## src/rtl/regfile_write_arbiter.sv

```systemverilog
// Two-requester (ALU / load) write-port arbiter for a register file, round-robin or mem-priority with starvation guard.
// Optional forwarding outputs are enabled by defining REGFILE_ARB_FWD_EN.
module regfile_write_arbiter #(
  parameter int unsigned PRIO_MEM     = 0,
  parameter int unsigned STARVE_LIMIT = 4
) (
  input  logic        clk,
  input  logic        reset,
  input  logic        hold,
  input  logic        alu_valid,
  input  logic [4:0]  alu_reg,
  input  logic [31:0] alu_data,
  output logic        alu_ready,
  input  logic        mem_valid,
  input  logic [4:0]  mem_reg,
  input  logic [31:0] mem_data,
  output logic        mem_ready,
  output logic        write_enable,
  output logic [4:0]  write_reg,
  output logic [31:0] write_data,
  input  logic [4:0]  read_index1,
  input  logic [4:0]  read_index2,
  output logic        fwd_hit1,
  output logic        fwd_hit2,
  output logic [31:0] fwd_data
);

  typedef enum logic {IDLE = 1'b0, WRITE = 1'b1} state_e;

  localparam logic [3:0] STARVE_MAX = 4'(STARVE_LIMIT);

  state_e      state_q, state_d;
  logic        last_mem_q, last_mem_d;
  logic [3:0]  starve_q, starve_d;
  logic [4:0]  wreg_q, wreg_d;
  logic [31:0] wdata_q, wdata_d;
  logic        grant_alu_s, grant_mem_s;
  logic [4:0]  sel_reg_s;
  logic [31:0] sel_data_s;

  // Winner selection; reset and hold suppress every grant.
  always_comb begin
    grant_alu_s = 1'b0;
    grant_mem_s = 1'b0;
    if (!reset && !hold) begin
      if (alu_valid && mem_valid) begin
        if (PRIO_MEM != 0) begin
          if (starve_q == STARVE_MAX) begin
            grant_alu_s = 1'b1;
          end else begin
            grant_mem_s = 1'b1;
          end
        end else if (last_mem_q) begin
          grant_alu_s = 1'b1;
        end else begin
          grant_mem_s = 1'b1;
        end
      end else begin
        grant_alu_s = alu_valid;
        grant_mem_s = mem_valid;
      end
    end else begin
      grant_alu_s = 1'b0;
      grant_mem_s = 1'b0;
    end
  end

  assign alu_ready  = grant_alu_s;
  assign mem_ready  = grant_mem_s;
  assign sel_reg_s  = grant_mem_s ? mem_reg  : alu_reg;
  assign sel_data_s = grant_mem_s ? mem_data : alu_data;

  // Next-state: writes to r0 are accepted but never reach the write port.
  always_comb begin
    state_d    = IDLE;
    last_mem_d = last_mem_q;
    starve_d   = starve_q;
    wreg_d     = wreg_q;
    wdata_d    = wdata_q;
    if (grant_alu_s || grant_mem_s) begin
      last_mem_d = grant_mem_s;
      if (sel_reg_s != 5'd0) begin
        state_d = WRITE;
        wreg_d  = sel_reg_s;
        wdata_d = sel_data_s;
      end else begin
        state_d = IDLE;
      end
    end else begin
      state_d = IDLE;
    end
    if (PRIO_MEM == 0 || hold) begin
      starve_d = starve_q;
    end else if (!alu_valid || grant_alu_s) begin
      starve_d = 4'd0;
    end else begin
      starve_d = starve_q + 4'd1;
    end
  end

  // State and write-port registers.
  always_ff @(posedge clk or posedge reset) begin
    if (reset) begin
      state_q    <= IDLE;
      last_mem_q <= 1'b0;
      starve_q   <= 4'd0;
      wreg_q     <= 5'd0;
      wdata_q    <= 32'd0;
    end else begin
      state_q    <= state_d;
      last_mem_q <= last_mem_d;
      starve_q   <= starve_d;
      wreg_q     <= wreg_d;
      wdata_q    <= wdata_d;
    end
  end

  assign write_enable = (state_q == WRITE);
  assign write_reg    = wreg_q;
  assign write_data   = wdata_q;

`ifdef REGFILE_ARB_FWD_EN
  assign fwd_hit1 = write_enable && (write_reg == read_index1) && (read_index1 != 5'd0);
  assign fwd_hit2 = write_enable && (write_reg == read_index2) && (read_index2 != 5'd0);
  assign fwd_data = write_data;
`else
  assign fwd_hit1 = 1'b0;
  assign fwd_hit2 = 1'b0;
  assign fwd_data = 32'd0;
`endif

endmodule
```

## config.mk

```make
export PLATFORM = sky130hd
export DESIGN_NAME = regfile_write_arbiter
export DESIGN_NICKNAME = d
export VERILOG_FILES = /design/src/rtl/regfile_write_arbiter.sv
export SDC_FILE = /design/constraint.sdc
export NUM_CORES = 1
export LEC_CHECK = 0
export ABC_AREA = 0
export CELL_PAD_IN_SITES_DETAIL_PLACEMENT = 0
export CELL_PAD_IN_SITES_GLOBAL_PLACEMENT = 1
export CORE_MARGIN = 8
export CORE_UTILIZATION = 22
export DETAILED_ROUTE_END_ITERATION = 10
export GPL_TIMING_DRIVEN = 0
export PLACE_DENSITY = 0.86
export SLEW_MARGIN = 0
export SYNTH_ARGS = -nofsm -noshare
export SYNTH_HDL_FRONTEND = slang
export SYNTH_SLANG_ARGS = --single-unit
export TNS_END_PERCENT = 5
```

## constraint.sdc

```tcl
create_clock -name clk -period 1.8 [get_ports clk]
set_clock_uncertainty 0.15 [all_clocks]
set_input_delay 0.27 -clock clk [delete_from_list [all_inputs] [get_ports clk]]
set_output_delay 0.27 -clock clk [all_outputs]
set_load 0.01 [all_outputs]
```

==> results of run 1 <==
==> worst max-delay path, delay by kind of cell (launching register included) <==
family / cells / cell delay (ps)
flip-flops: 1 / 410
buffers and inverters: 3 / 290
AO/OA/AOI/OAI: 1 / 280
AND/OR/NAND/NOR: 1 / 120
==> power groups by stage <==
stage	combinational, µW	sequential [µW]	clock, µW
after global placement	1060	1180	0
final	1220	1190	589
after floorplan	396	1250	0
after global routing	1310	1220	649
after CTS	1180	1190	631
after detailed placement	1080	1200	0
==> area by class of cell <==
type	count	area, µm²	area share [%]
multi-input combinational	196	1210	26.9
clock inverter	1	5.00	0.112
inverter	3	16.3	0.363
clock buffer	7	76.3	1.70
tap	136	170	3.80
buffer	50	473	10.6
timing repair buffer	151	1560	34.8
sequential	39	976	21.8
==> routing by layer <==
layer	vias to the layer above	global-route usage (%)	wire (µm)
met2	102	22.5	4730
met1	1222	15.2	4130
met4	0	2.61	72
met3	6	4.14	644
li1	1228	-	-
met5	-	0	0
==> synthesized netlist by cell type <==
cell | count | area (µm²)
sky130_fd_sc_hd__nand2_1 | 68 | 255
sky130_fd_sc_hd__o22ai_1 | 22 | 138
sky130_fd_sc_hd__nor3_1 | 2 | 10.0
sky130_fd_sc_hd__nor2_2 | 1 | 6.26
sky130_fd_sc_hd__clkbuf_1 | 4 | 15.0
sky130_fd_sc_hd__conb_1 | 1 | 3.75
sky130_fd_sc_hd__a21boi_0 | 1 | 7.51
sky130_fd_sc_hd__o21ai_2 | 1 | 8.76
sky130_fd_sc_hd__nand3_1 | 2 | 10.0
sky130_fd_sc_hd__clkinv_1 | 1 | 3.75
sky130_fd_sc_hd__nand2b_1 | 1 | 6.26
sky130_fd_sc_hd__o22ai_2 | 10 | 125
sky130_fd_sc_hd__a31oi_1 | 32 | 200
sky130_fd_sc_hd__or2_2 | 2 | 12.5
sky130_fd_sc_hd__dfrtp_1 | 39 | 976
sky130_fd_sc_hd__a211oi_1 | 3 | 22.5
sky130_fd_sc_hd__buf_6 | 5 | 56.3
sky130_fd_sc_hd__and3_1 | 1 | 6.26
sky130_fd_sc_hd__o21ai_0 | 1 | 5.00
sky130_fd_sc_hd__buf_2 | 6 | 30.0
sky130_fd_sc_hd__mux2i_1 | 3 | 30.0
sky130_fd_sc_hd__nor2_1 | 5 | 18.8
sky130_fd_sc_hd__or4_4 | 2 | 22.5
sky130_fd_sc_hd__o311a_1 | 1 | 10.0
sky130_fd_sc_hd__buf_4 | 36 | 270
sky130_fd_sc_hd__o211ai_1 | 1 | 7.51
sky130_fd_sc_hd__o2111ai_4 | 1 | 26.3
sky130_fd_sc_hd__inv_1 | 2 | 7.51
sky130_fd_sc_hd__o2bb2ai_1 | 2 | 17.5
==> cell families (layout without fill, tap and decap cells) <==
kind of cell | after synthesis | after routing | share of synthesized area [%]
AND/OR/NAND/NOR | 84 | 84 | 15.1
other | 1 | 34 | 0.162
multiplexers | 3 | 3 | 1.30
flip-flops | 39 | 39 | 42.3
buffers and inverters | 54 | 212 | 16.6
AO/OA/AOI/OAI | 75 | 75 | 24.6
==> worst paths after layout <==
kind | from | endpoint | depth (start not counted)
hold / removal | reset | write_enable | 2
max in group asynchronous | reset | write_data[8] | 3
setup / recovery | last_mem_q | mem_ready | 5
hold reg to reg | write_reg[4] | write_reg[4] | 1
min in group clk | alu_reg[0] | write_reg[0] | 3
setup reg to reg | last_mem_q | write_data[15] | 7
==> per-stage QoR <==
| stage | cells | setup WS (ps) |
|---|---|---|
| 6_report | 583 | -13.2 |
| 5_1_grt | 583 | -86.5 |
| 4_1_cts | 578 | -56.2 |
| 3_5_place_dp | 544 | -1390 |
| 3_3_place_gp | 543 | -1390 |
| 2_1_floorplan | 289 | -59.6 |
==> timing repair <==
action / in CTS / in global routing
gates cloned: 4 / 3
resized for setup: 71 / 27
buffers inserted: 23 / 4
pin swaps: 12 / 12
hold buffers: 0 / 0
endpoints found under the setup margin: 40 / 40
==> metrics.md, run 1 <==
| Metric | Value |
|---|---|
| CTS Root Buffer Type | `sky130_fd_sc_hd__clkbuf_8` |
| Clock latency at the later pin of the worst-skew pair | `290 ps` |
| Worst setup path category | `flop to output port` |
| Ratio of cells with drive above 1 in the final layout | `29.5%` |
| Cell area after synthesis | `2310 µm²` |
| Maximum level of the CTS H-tree | `2` |
| Mean cell area of the mapped netlist | `9.02 µm²` |
| Die outline area | `14,000 µm²` |
| Number of warnings printed during yosys synthesis | `0` |
| Most used cells in the layout excluding fill and tap cells | `sky130_fd_sc_hd__clkdlybuf4s50_1 (104), sky130_fd_sc_hd__nand2_1 (67), sky130_fd_sc_hd__buf_4 (57), sky130_fd_sc_hd__dfrtp_1 (39), sky130_fd_sc_hd__conb_1 (34)` |
| Post-route design area | `4480 µm²` |
| Run status | `finished, violations left` |
| Sequential share of power | `39.8%` |
| Path type of the worst min-delay path | `input pin to async pin` |
| Clock power share | `19.6%` |
| First-pass GRT wire length | `14.8 mm` |
| Drt first pass iters | `5` |
| Overall global routing resource usage | `12.9%` |
| Count of vias placed by the detailed router | `2,558` |
| Chip Width | `118 µm` |
| Clock period minus final worst setup slack | `1810 ps` |
| Logic pwr share | `40.6%` |
| Area post-placement | `3810 µm²` |
| Pin count of the biggest net entering global routing | `23` |
| Sequential share of the synthesized area | `42.3%` |
| Filler Cells Inserted | `1,022` |
| Peak ir drop on the vdd network | `0.256 mV` |
| Ratio of total power to cell area | `669 nW/µm²` |
| DRT iter0 DRCs | `84` |
| Clock-pin slew on the worst setup and hold paths | `80 ps` |
| IO Pins | `163` |
| Final worst-path setup slack | `-13.2 ps` |
| Antenna Nets Post-Route | `0` |
| GRT overflow | `0` |
| Count of unresolved DRC violations after routing | `0` |
| CP Cell Sequence | `a211oi_2 -> nand2_2 -> clkinv_4 -> clkbuf_16 -> buf_6` |
| Post-route clock period utilization | `101%` |
| Crit path largest cell delay | `410 ps` |
| Area growth from synthesis to final layout | `94.1%` |
| Post-DR vias/cell | `4.39` |
| Power spent charging and discharging nets | `926 µW` |
| Post-Synthesis Cells | `256` |
| Detail-routed net length per standard cell | `16.4 µm` |
| Hold Slack | `63.1 ps` |
| Internal Pwr Total | `2070 µW` |
| Critical path peak fanout | `6` |
| Peak clock frequency supported by timing | `552 MHz` |
| Number of buffers added on ports | `118` |
| Synthesis-stage register bit count | `39` |
| Effective utilization at floorplan | `22.5%` |
| Most common library cell in the layout ignoring fill and taps | `sky130_fd_sc_hd__clkdlybuf4s50_1` |
| # clock sinks | `39` |
| Failing checks | `setup timing` |
| Number of antenna cells inserted | `0` |
| Critical Path Start Type | `flop` |
| Clock Path Buffers | `2` |
| Count of final setup violators | `1` |
| Leak Pwr | `0.00198 µW` |
| Switch share | `30.9%` |
| Final nets | `535` |
| Max reg flops | `32` |
| Post-detail-place hpwl | `6.71 mm` |
| Height of the die | `118 µm` |
| Setup repair after global routing missed its margin | `true` |
| Post-route core utilization | `43.6%` |
| Total negative setup slack | `-13.2 ps` |
| Total wire length | `9.57 mm` |
| Number of buffers created by CTS | `5` |
| Antenna violations before repair | `0` |
| Core outline area | `10,300 µm²` |
| Gpl congestion | `0.776` |
| Slowest cell on crit path | `sky130_fd_sc_hd__dfrtp_1` |
| Site Rows | `37` |
| Signal arrival time at the worst endpoint | `1390 ps` |
| Number of violations of the max-capacitance limit | `0` |
| Synth unique cells | `29` |
| Critical Path RT | `1380 ps` |
| Hold violation count in the final report | `0` |
| Critical path capture point type | `output port` |
| Vias in the first global route | `2,825` |
| TritonCTS clock tree | `done` |
| Final-report max-slew violation count | `0` |
| Total power | `3000 µW` |
| R2R Setup Slk | `90 ps` |
No activity file was read; power rests on OpenSTA's default activity.
==> run 2: changes to the inputs <==
--- a/config.mk
+++ b/config.mk
@@ -12,7 +12,7 @@
 export CORE_UTILIZATION = 22
 export DETAILED_ROUTE_END_ITERATION = 10
 export GPL_TIMING_DRIVEN = 0
-export PLACE_DENSITY = 0.86
+export PLACE_DENSITY = 0.76
 export SLEW_MARGIN = 0
 export SYNTH_ARGS = -nofsm -noshare
 export SYNTH_HDL_FRONTEND = slang
==> run 2 against run 1 <==
Global-route usage is essentially flat. Register-to-register slack lost 30 ps. Sequential share of layout area grew 0.60 points. The flow still finishes with violations (setup timing). Sequential cell count is the same. Design area shrank 2.7%.
==> metrics.md, run 2 (synthesized netlist as in run 1, its figures left out) <==
| Metric | Value |
|---|---|
| Run status | `finished, violations left` |
| Failing checks | `setup timing` |
| TritonCTS clock tree | `done` |
| Sequential share of power | `39.0%` |
| Site Rows | `37` |
| Clock-pin slew on the worst setup and hold paths | `80 ps` |
| Critical path peak fanout | `5` |
| Number of buffers created by CTS | `5` |
| Peak clock frequency supported by timing | `537 MHz` |
| Clock Path Buffers | `2` |
| Power spent charging and discharging nets | `907 µW` |
| Final worst-path setup slack | `-61.3 ps` |
| Ratio of cells with drive above 1 in the final layout | `27.9%` |
| Clock latency at the later pin of the worst-skew pair | `290 ps` |
| Vias in the first global route | `2,784` |
| Clock power share | `22.0%` |
| Pre-CTS setup slack | `-1450 ps` |
| Number of violations of the max-capacitance limit | `0` |
| Number of buffers added on ports | `118` |
| Drt first pass iters | `4` |
| Leak Pwr | `0.00195 µW` |
| Antenna Nets Post-Route | `0` |
| Switch share | `29.9%` |
| Effective utilization at floorplan | `22.5%` |
| Internal Pwr Total | `2120 µW` |
| Height of the die | `118 µm` |
| Instance count after placement with tap cells included | `543` |
| IO Pins | `163` |
| Worst-case headroom to the max-slew limit | `40.3%` |
| WL met1 | `3.85 mm` |
| Most common library cell in the layout ignoring fill and taps | `sky130_fd_sc_hd__clkdlybuf4s50_1` |
| Die outline area | `14,000 µm²` |
| Path type of the worst min-delay path | `input pin to flop` |
| Number of antenna cells inserted | `0` |
| Hold violation count in the final report | `0` |
| Clock period minus final worst setup slack | `1860 ps` |
| DRT iter0 DRCs | `99` |
| Post-route design area | `4360 µm²` |
| GRT overflow | `0` |
| Antenna violations before repair | `0` |
| Detail-routed net length per standard cell | `16.1 µm` |
| Max reg flops | `32` |
| Uppermost layer routed | `met4` |
| Count of unresolved DRC violations after routing | `0` |
| Setup repair after global routing missed its margin | `true` |
| Final-report max-slew violation count | `0` |
| Chip Width | `118 µm` |
| Final cell count without fillers | `581` |
| Post-DR vias/cell | `4.34` |
| Critical Path Start Type | `flop` |
| CTS Root Buffer Type | `sky130_fd_sc_hd__clkbuf_8` |
| Actual transition at the worst max-transition pin | `894 ps` |
| Post-route clock period utilization | `103%` |
| # clock sinks | `39` |
| Critical path capture point type | `output port` |
| Gpl congestion | `0.719` |
| Number of instances on the worst hold path | `3` |
| Maximum level of the CTS H-tree | `2` |
| Worst setup path category | `flop to output port` |
| Total wire length | `9.36 mm` |
| Total length of routed met2 wires | `4.75 mm` |
| Critical Path RT | `1380 ps` |
| Signal arrival time at the worst endpoint | `1440 ps` |
| Final nets | `533` |
| First-pass GRT wire length | `14.8 mm` |
| Pin count of the biggest net entering global routing | `40` |
| Count of vias placed by the detailed router | `2,520` |
| Logic pwr share | `39.1%` |
| Most used cells in the layout excluding fill and tap cells | `sky130_fd_sc_hd__clkdlybuf4s50_1 (104), sky130_fd_sc_hd__nand2_1 (67), sky130_fd_sc_hd__buf_4 (60), sky130_fd_sc_hd__dfrtp_1 (39), sky130_fd_sc_hd__conb_1 (34)` |
| Post-detail-place hpwl | `6.60 mm` |
| Depth of the most critical reg-to-reg path | `10` |
| Count of final setup violators | `1` |
| Area post-placement | `3780 µm²` |
| Overall global routing resource usage | `12.9%` |
| Hold Buf Count CTS | `0` |
| Detail Route met3 WL | `719 µm` |
| Core outline area | `10,300 µm²` |
| Area growth from synthesis to final layout | `88.9%` |
| Ratio of total power to cell area | `695 nW/µm²` |
| Peak ir drop on the vdd network | `0.304 mV` |
## run 2: cell count changes in the layout (fill, tap and decap cells not counted), moves of 2 or more
cell,change
sky130_fd_sc_hd__clkbuf_8,+2
sky130_fd_sc_hd__buf_4,+3
sky130_fd_sc_hd__clkbuf_16,-2
sky130_fd_sc_hd__o22ai_2,-9
sky130_fd_sc_hd__o22ai_1,+9
sky130_fd_sc_hd__buf_12,-2
sky130_fd_sc_hd__a211oi_1,-2
sky130_fd_sc_hd__a211oi_2,+2
sky130_fd_sc_hd__buf_16,-2
## run 2: power by group through the flow
stage / combinational, µW / clock (µW) / sequential (µW)
after detailed placement: 1080 / 0 / 1190
final: 1180 / 666 / 1180
after global placement: 1070 / 0 / 1190
after floorplan: 396 / 0 / 1250
after global routing: 1280 / 735 / 1210
after CTS: 1160 / 709 / 1180
## run 2: what timing repair did
| action | in CTS | in global routing |
|---|---|---|
| gates cloned | 3 | 0 |
| setup buffers | 24 | 6 |
| gates resized for setup | 59 | 26 |
| pin swaps | 13 | 12 |
| setup endpoints to repair | 40 | 39 |
## run 2: final timing paths
path                                    from             end  slack (ps)
worst max-delay path              last_mem_q       mem_ready         -60
max in group asynchronous              reset  write_data[30]         690
min in group asynchronous              reset      last_mem_q         250
worst min register to register  write_reg[1]    write_reg[1]         350
worst max register to register    last_mem_q    write_reg[3]          60
worst min-delay path              alu_reg[0]    write_reg[0]         110
## run 2: final cells by class
cell class / instances / area, µm²
clock buffers: 8 / 100
flip-flops and latches: 39 / 976
multi-input cells: 196 / 1160
inverters: 3 / 16.3
well taps: 136 / 170
repair buffers: 149 / 1500
plain buffers: 50 / 442
fillers: 1051 / 5920
## run 2: worst max-delay path: stages, from the launching register on
cell	delay, ps
sky130_fd_sc_hd__dfrtp_1	410
sky130_fd_sc_hd__a211oi_2	270
sky130_fd_sc_hd__buf_4	160
sky130_fd_sc_hd__nand2_4	50
sky130_fd_sc_hd__clkinv_4	60
sky130_fd_sc_hd__buf_8	100
sky130_fd_sc_hd__buf_6	100
## run 2: layer usage
layer / up-vias / global-route usage [%]
met4: 0 / 2.13
li1: 1224 / -
met2: 98 / 23.1
met3: 5 / 4.62
met5: - / 0
met1: 1193 / 14.7
## run 2: stage by stage
step | TNS (ps) | power [µW] | util (%) | hold slack (ps)
after floorplan | -1620 | 1650 | - | 271
after global placement | -52850 | 2250 | 36.8 | 328
after detailed placement | -31980 | 2270 | 36.8 | 332
after CTS | -176 | 3040 | 41.2 | 119
after global routing | -581 | 3220 | 42.4 | 105
final | -61.3 | 3030 | 42.4 | 108
==> run 3: changes to the inputs <==
--- a/config.mk
+++ b/config.mk
@@ -9,10 +9,10 @@
 export CELL_PAD_IN_SITES_DETAIL_PLACEMENT = 0
 export CELL_PAD_IN_SITES_GLOBAL_PLACEMENT = 1
 export CORE_MARGIN = 8
-export CORE_UTILIZATION = 22
+export CORE_UTILIZATION = 24
 export DETAILED_ROUTE_END_ITERATION = 10
 export GPL_TIMING_DRIVEN = 0
-export PLACE_DENSITY = 0.76
+export PLACE_DENSITY = 0.78
 export SLEW_MARGIN = 0
 export SYNTH_ARGS = -nofsm -noshare
 export SYNTH_HDL_FRONTEND = slang
==> constraint.sdc (replaced) <==
create_clock -name clk -period 1.9 [get_ports clk]
set_clock_uncertainty 0.15 [all_clocks]
set_input_delay 0.285 -clock clk [delete_from_list [all_inputs] [get_ports clk]]
set_output_delay 0.285 -clock clk [all_outputs]
set_load 0.01 [all_outputs]
==> run 3 against run 2 <==
The flow still finishes with violations (setup timing). Combinational power shrank 8%. Clock-buffer cell count down 3. First-iteration DRC count rose by 2.0%. Total power is 8.8% lower. Hold slack improved by 28 ps. Largest cell class unchanged.
==> metrics.md, run 3 (synthesized netlist as in run 1, its figures left out) <==
| Metric | Value |
|---|---|
| Hold Buf Count CTS | `0` |
| Clock latency at the later pin of the worst-skew pair | `280 ps` |
| Logic pwr share | `39.1%` |
| Clock period minus final worst setup slack | `1910 ps` |
| Chip Width | `114 µm` |
| Post-detail-place hpwl | `6.43 mm` |
| Signal arrival time at the worst endpoint | `1480 ps` |
| Critical Path RT | `1460 ps` |
| Final-report max-slew violation count | `0` |
| GRT overflow | `0` |
| Destination of the critical timing path | `mem_ready` |
| Peak clock frequency supported by timing | `523 MHz` |
| CTS Root Buffer Type | `sky130_fd_sc_hd__clkbuf_8` |
| Hold Slack | `136 ps` |
| Drt first pass iters | `4` |
| Count of unresolved DRC violations after routing | `0` |
| Ratio of cells with drive above 1 in the final layout | `24.1%` |
| IO Pins | `163` |
| Worst flop-to-flop path startpoint | `last_mem_q` |
| DRT iter0 DRCs | `101` |
| Antenna Nets Post-Route | `0` |
| Critical Path Start Type | `flop` |
| Worst-case headroom to the max-slew limit | `41.1%` |
| Internal Pwr Total | `1900 µW` |
| Vias in the first global route | `2,640` |
| Clock Path Buffers | `2` |
| Total negative setup slack | `-42.1 ps` |
| Depth of the most critical reg-to-reg path | `6` |
| Switch share | `31.1%` |
| Site Rows | `35` |
| Actual transition at the worst max-transition pin | `883 ps` |
| Number of antenna cells inserted | `0` |
| Number of buffers added on ports | `118` |
| Count of vias placed by the detailed router | `2,456` |
| Gpl congestion | `0.725` |
| Hold violation count in the final report | `0` |
| Leak Pwr | `0.00186 µW` |
| Antenna violations before repair | `0` |
| Origin of the worst setup path | `last_mem_q` |
| Clock-pin slew on the worst setup and hold paths | `80 ps` |
| Peak ir drop on the vdd network | `0.290 mV` |
| TritonCTS clock tree | `done` |
| Most used cells in the layout excluding fill and tap cells | `sky130_fd_sc_hd__clkdlybuf4s50_1 (108), sky130_fd_sc_hd__nand2_1 (67), sky130_fd_sc_hd__buf_4 (50), sky130_fd_sc_hd__dfrtp_1 (39), sky130_fd_sc_hd__conb_1 (34)` |
| Setup repair after global routing missed its margin | `true` |
| Power spent charging and discharging nets | `859 µW` |
| Area post-placement | `3770 µm²` |
| R2R Setup Slk | `110 ps` |
| Path type of the worst min-delay path | `input pin to flop` |
| Count of buffer and inverter cells on the critical path | `3` |
| Ratio of total power to cell area | `660 nW/µm²` |
| Final worst-path setup slack | `-13.5 ps` |
| Max reg flops | `32` |
| Stages on worst setup path | `5` |
| Start point of the worst min-delay path | `alu_reg[0]` |
| Die outline area | `13,000 µm²` |
| Number of violations of the max-capacitance limit | `0` |
| Endpoint of the worst-slack reg-to-reg timing path | `write_data[23]` |
| Post-route design area | `4190 µm²` |
| Pin count of the biggest net entering global routing | `40` |
| Area growth from synthesis to final layout | `81.3%` |
| Sequential share of power | `40.4%` |
| # clock sinks | `39` |
| Core outline area | `9280 µm²` |
| Critical path peak fanout | `5` |
| Number of buffers created by CTS | `5` |
| Critical path capture point type | `output port` |
| Overall global routing resource usage | `13.5%` |
| Total wire length | `9.06 mm` |
| Failing checks | `setup timing` |
| Dominant delay contributor by cell family on the critical path | `flip-flops` |
| Crit path largest cell delay | `430 ps` |
| Maximum level of the CTS H-tree | `2` |
| Height of the die | `114 µm` |
| Slowest cell on crit path | `sky130_fd_sc_hd__dfrtp_1` |
| First-pass GRT wire length | `14.0 mm` |
| Run status | `finished, violations left` |
| Most common library cell in the layout ignoring fill and taps | `sky130_fd_sc_hd__clkdlybuf4s50_1` |
| Effective utilization at floorplan | `24.9%` |
| Count of final setup violators | `5` |
| Post-DR vias/cell | `4.35` |
| Post-route clock period utilization | `101%` |
| CP Cell Sequence | `a211oi_2 -> nand2_2 -> clkinv_4 -> clkbuf_16 -> buf_6` |
| Detail-routed net length per standard cell | `16.1 µm` |
| Final nets | `523` |
| Worst setup path category | `flop to output port` |
| Clock power share | `20.5%` |
[run 3: cell types whose count changed in the layout (fill, tap and decap cells not counted), sizes merged]
cell | before | now
clkdlybuf4s15 | 0 | 2
dlygate4sd2 | 9 | 5
clkbuf | 9 | 12
clkinv | 1 | 4
clkdlybuf4s50 | 104 | 108
buf | 84 | 66
[run 3: layout make-up]
class,count,area (µm²)
inverters,3,16.3
clock inverters,3,15.0
multi-input cells,196,1100
clock buffers,5,68.8
repair buffers,139,1400
fillers,938,5100
flip-flops and latches,39,976
plain buffers,50,449
well taps,129,161
[run 3: worst min-delay path: cells and delay by family]
kind                   cells  cell delay (ps)
buffers and inverters      1               90
AND/OR/NAND/NOR            2              150
[run 3: timing repair]
item,4_1_cts,5_1_grt
pin swaps,10,5
cloned,2,1
gates resized for setup,44,13
endpoints found under the setup margin,40,35
buffers inserted,14,4
[run 3: power by group through the flow]
stage	Sequential (µW)	Combinational [µW]	Clock, µW
final	1120	1080	567
after global placement	1120	1010	0
after global routing	1140	1160	631
after floorplan	1190	376	0
after CTS	1120	1070	597
after detailed placement	1130	1020	0
[run 3: worst min-delay path by stage]
stage                     end  slack, ps  cells past startpoint
4_1_cts          write_reg[0]        230                      3
3_3_place_gp     write_reg[4]        330                      1
3_5_place_dp     write_reg[1]        330                      1
2_1_floorplan  write_data[20]        290                      2
6_report         write_reg[0]        140                      3
5_1_grt          write_reg[2]        160                      3
[run 3: routing by layer]
layer,track usage (%),share of wire [%],vias up
met5,0,0,-
met4,4.79,1.8,0
met3,4.59,8.0,12
met2,22.8,48,101
met1,15.5,42,1140
li1,-,-,1203
[run 3: stage by stage]
stage	std cells	total power, µW	utilization (%)	worst slack (ps)
after floorplan	289	1560	-	25.4
after global placement	536	2130	40.7	-1290
after detailed placement	536	2150	40.7	-1300
after CTS	559	2780	44.2	-66.1
after global routing	564	2930	45.1	-75.0
final	564	2760	45.1	-13.5
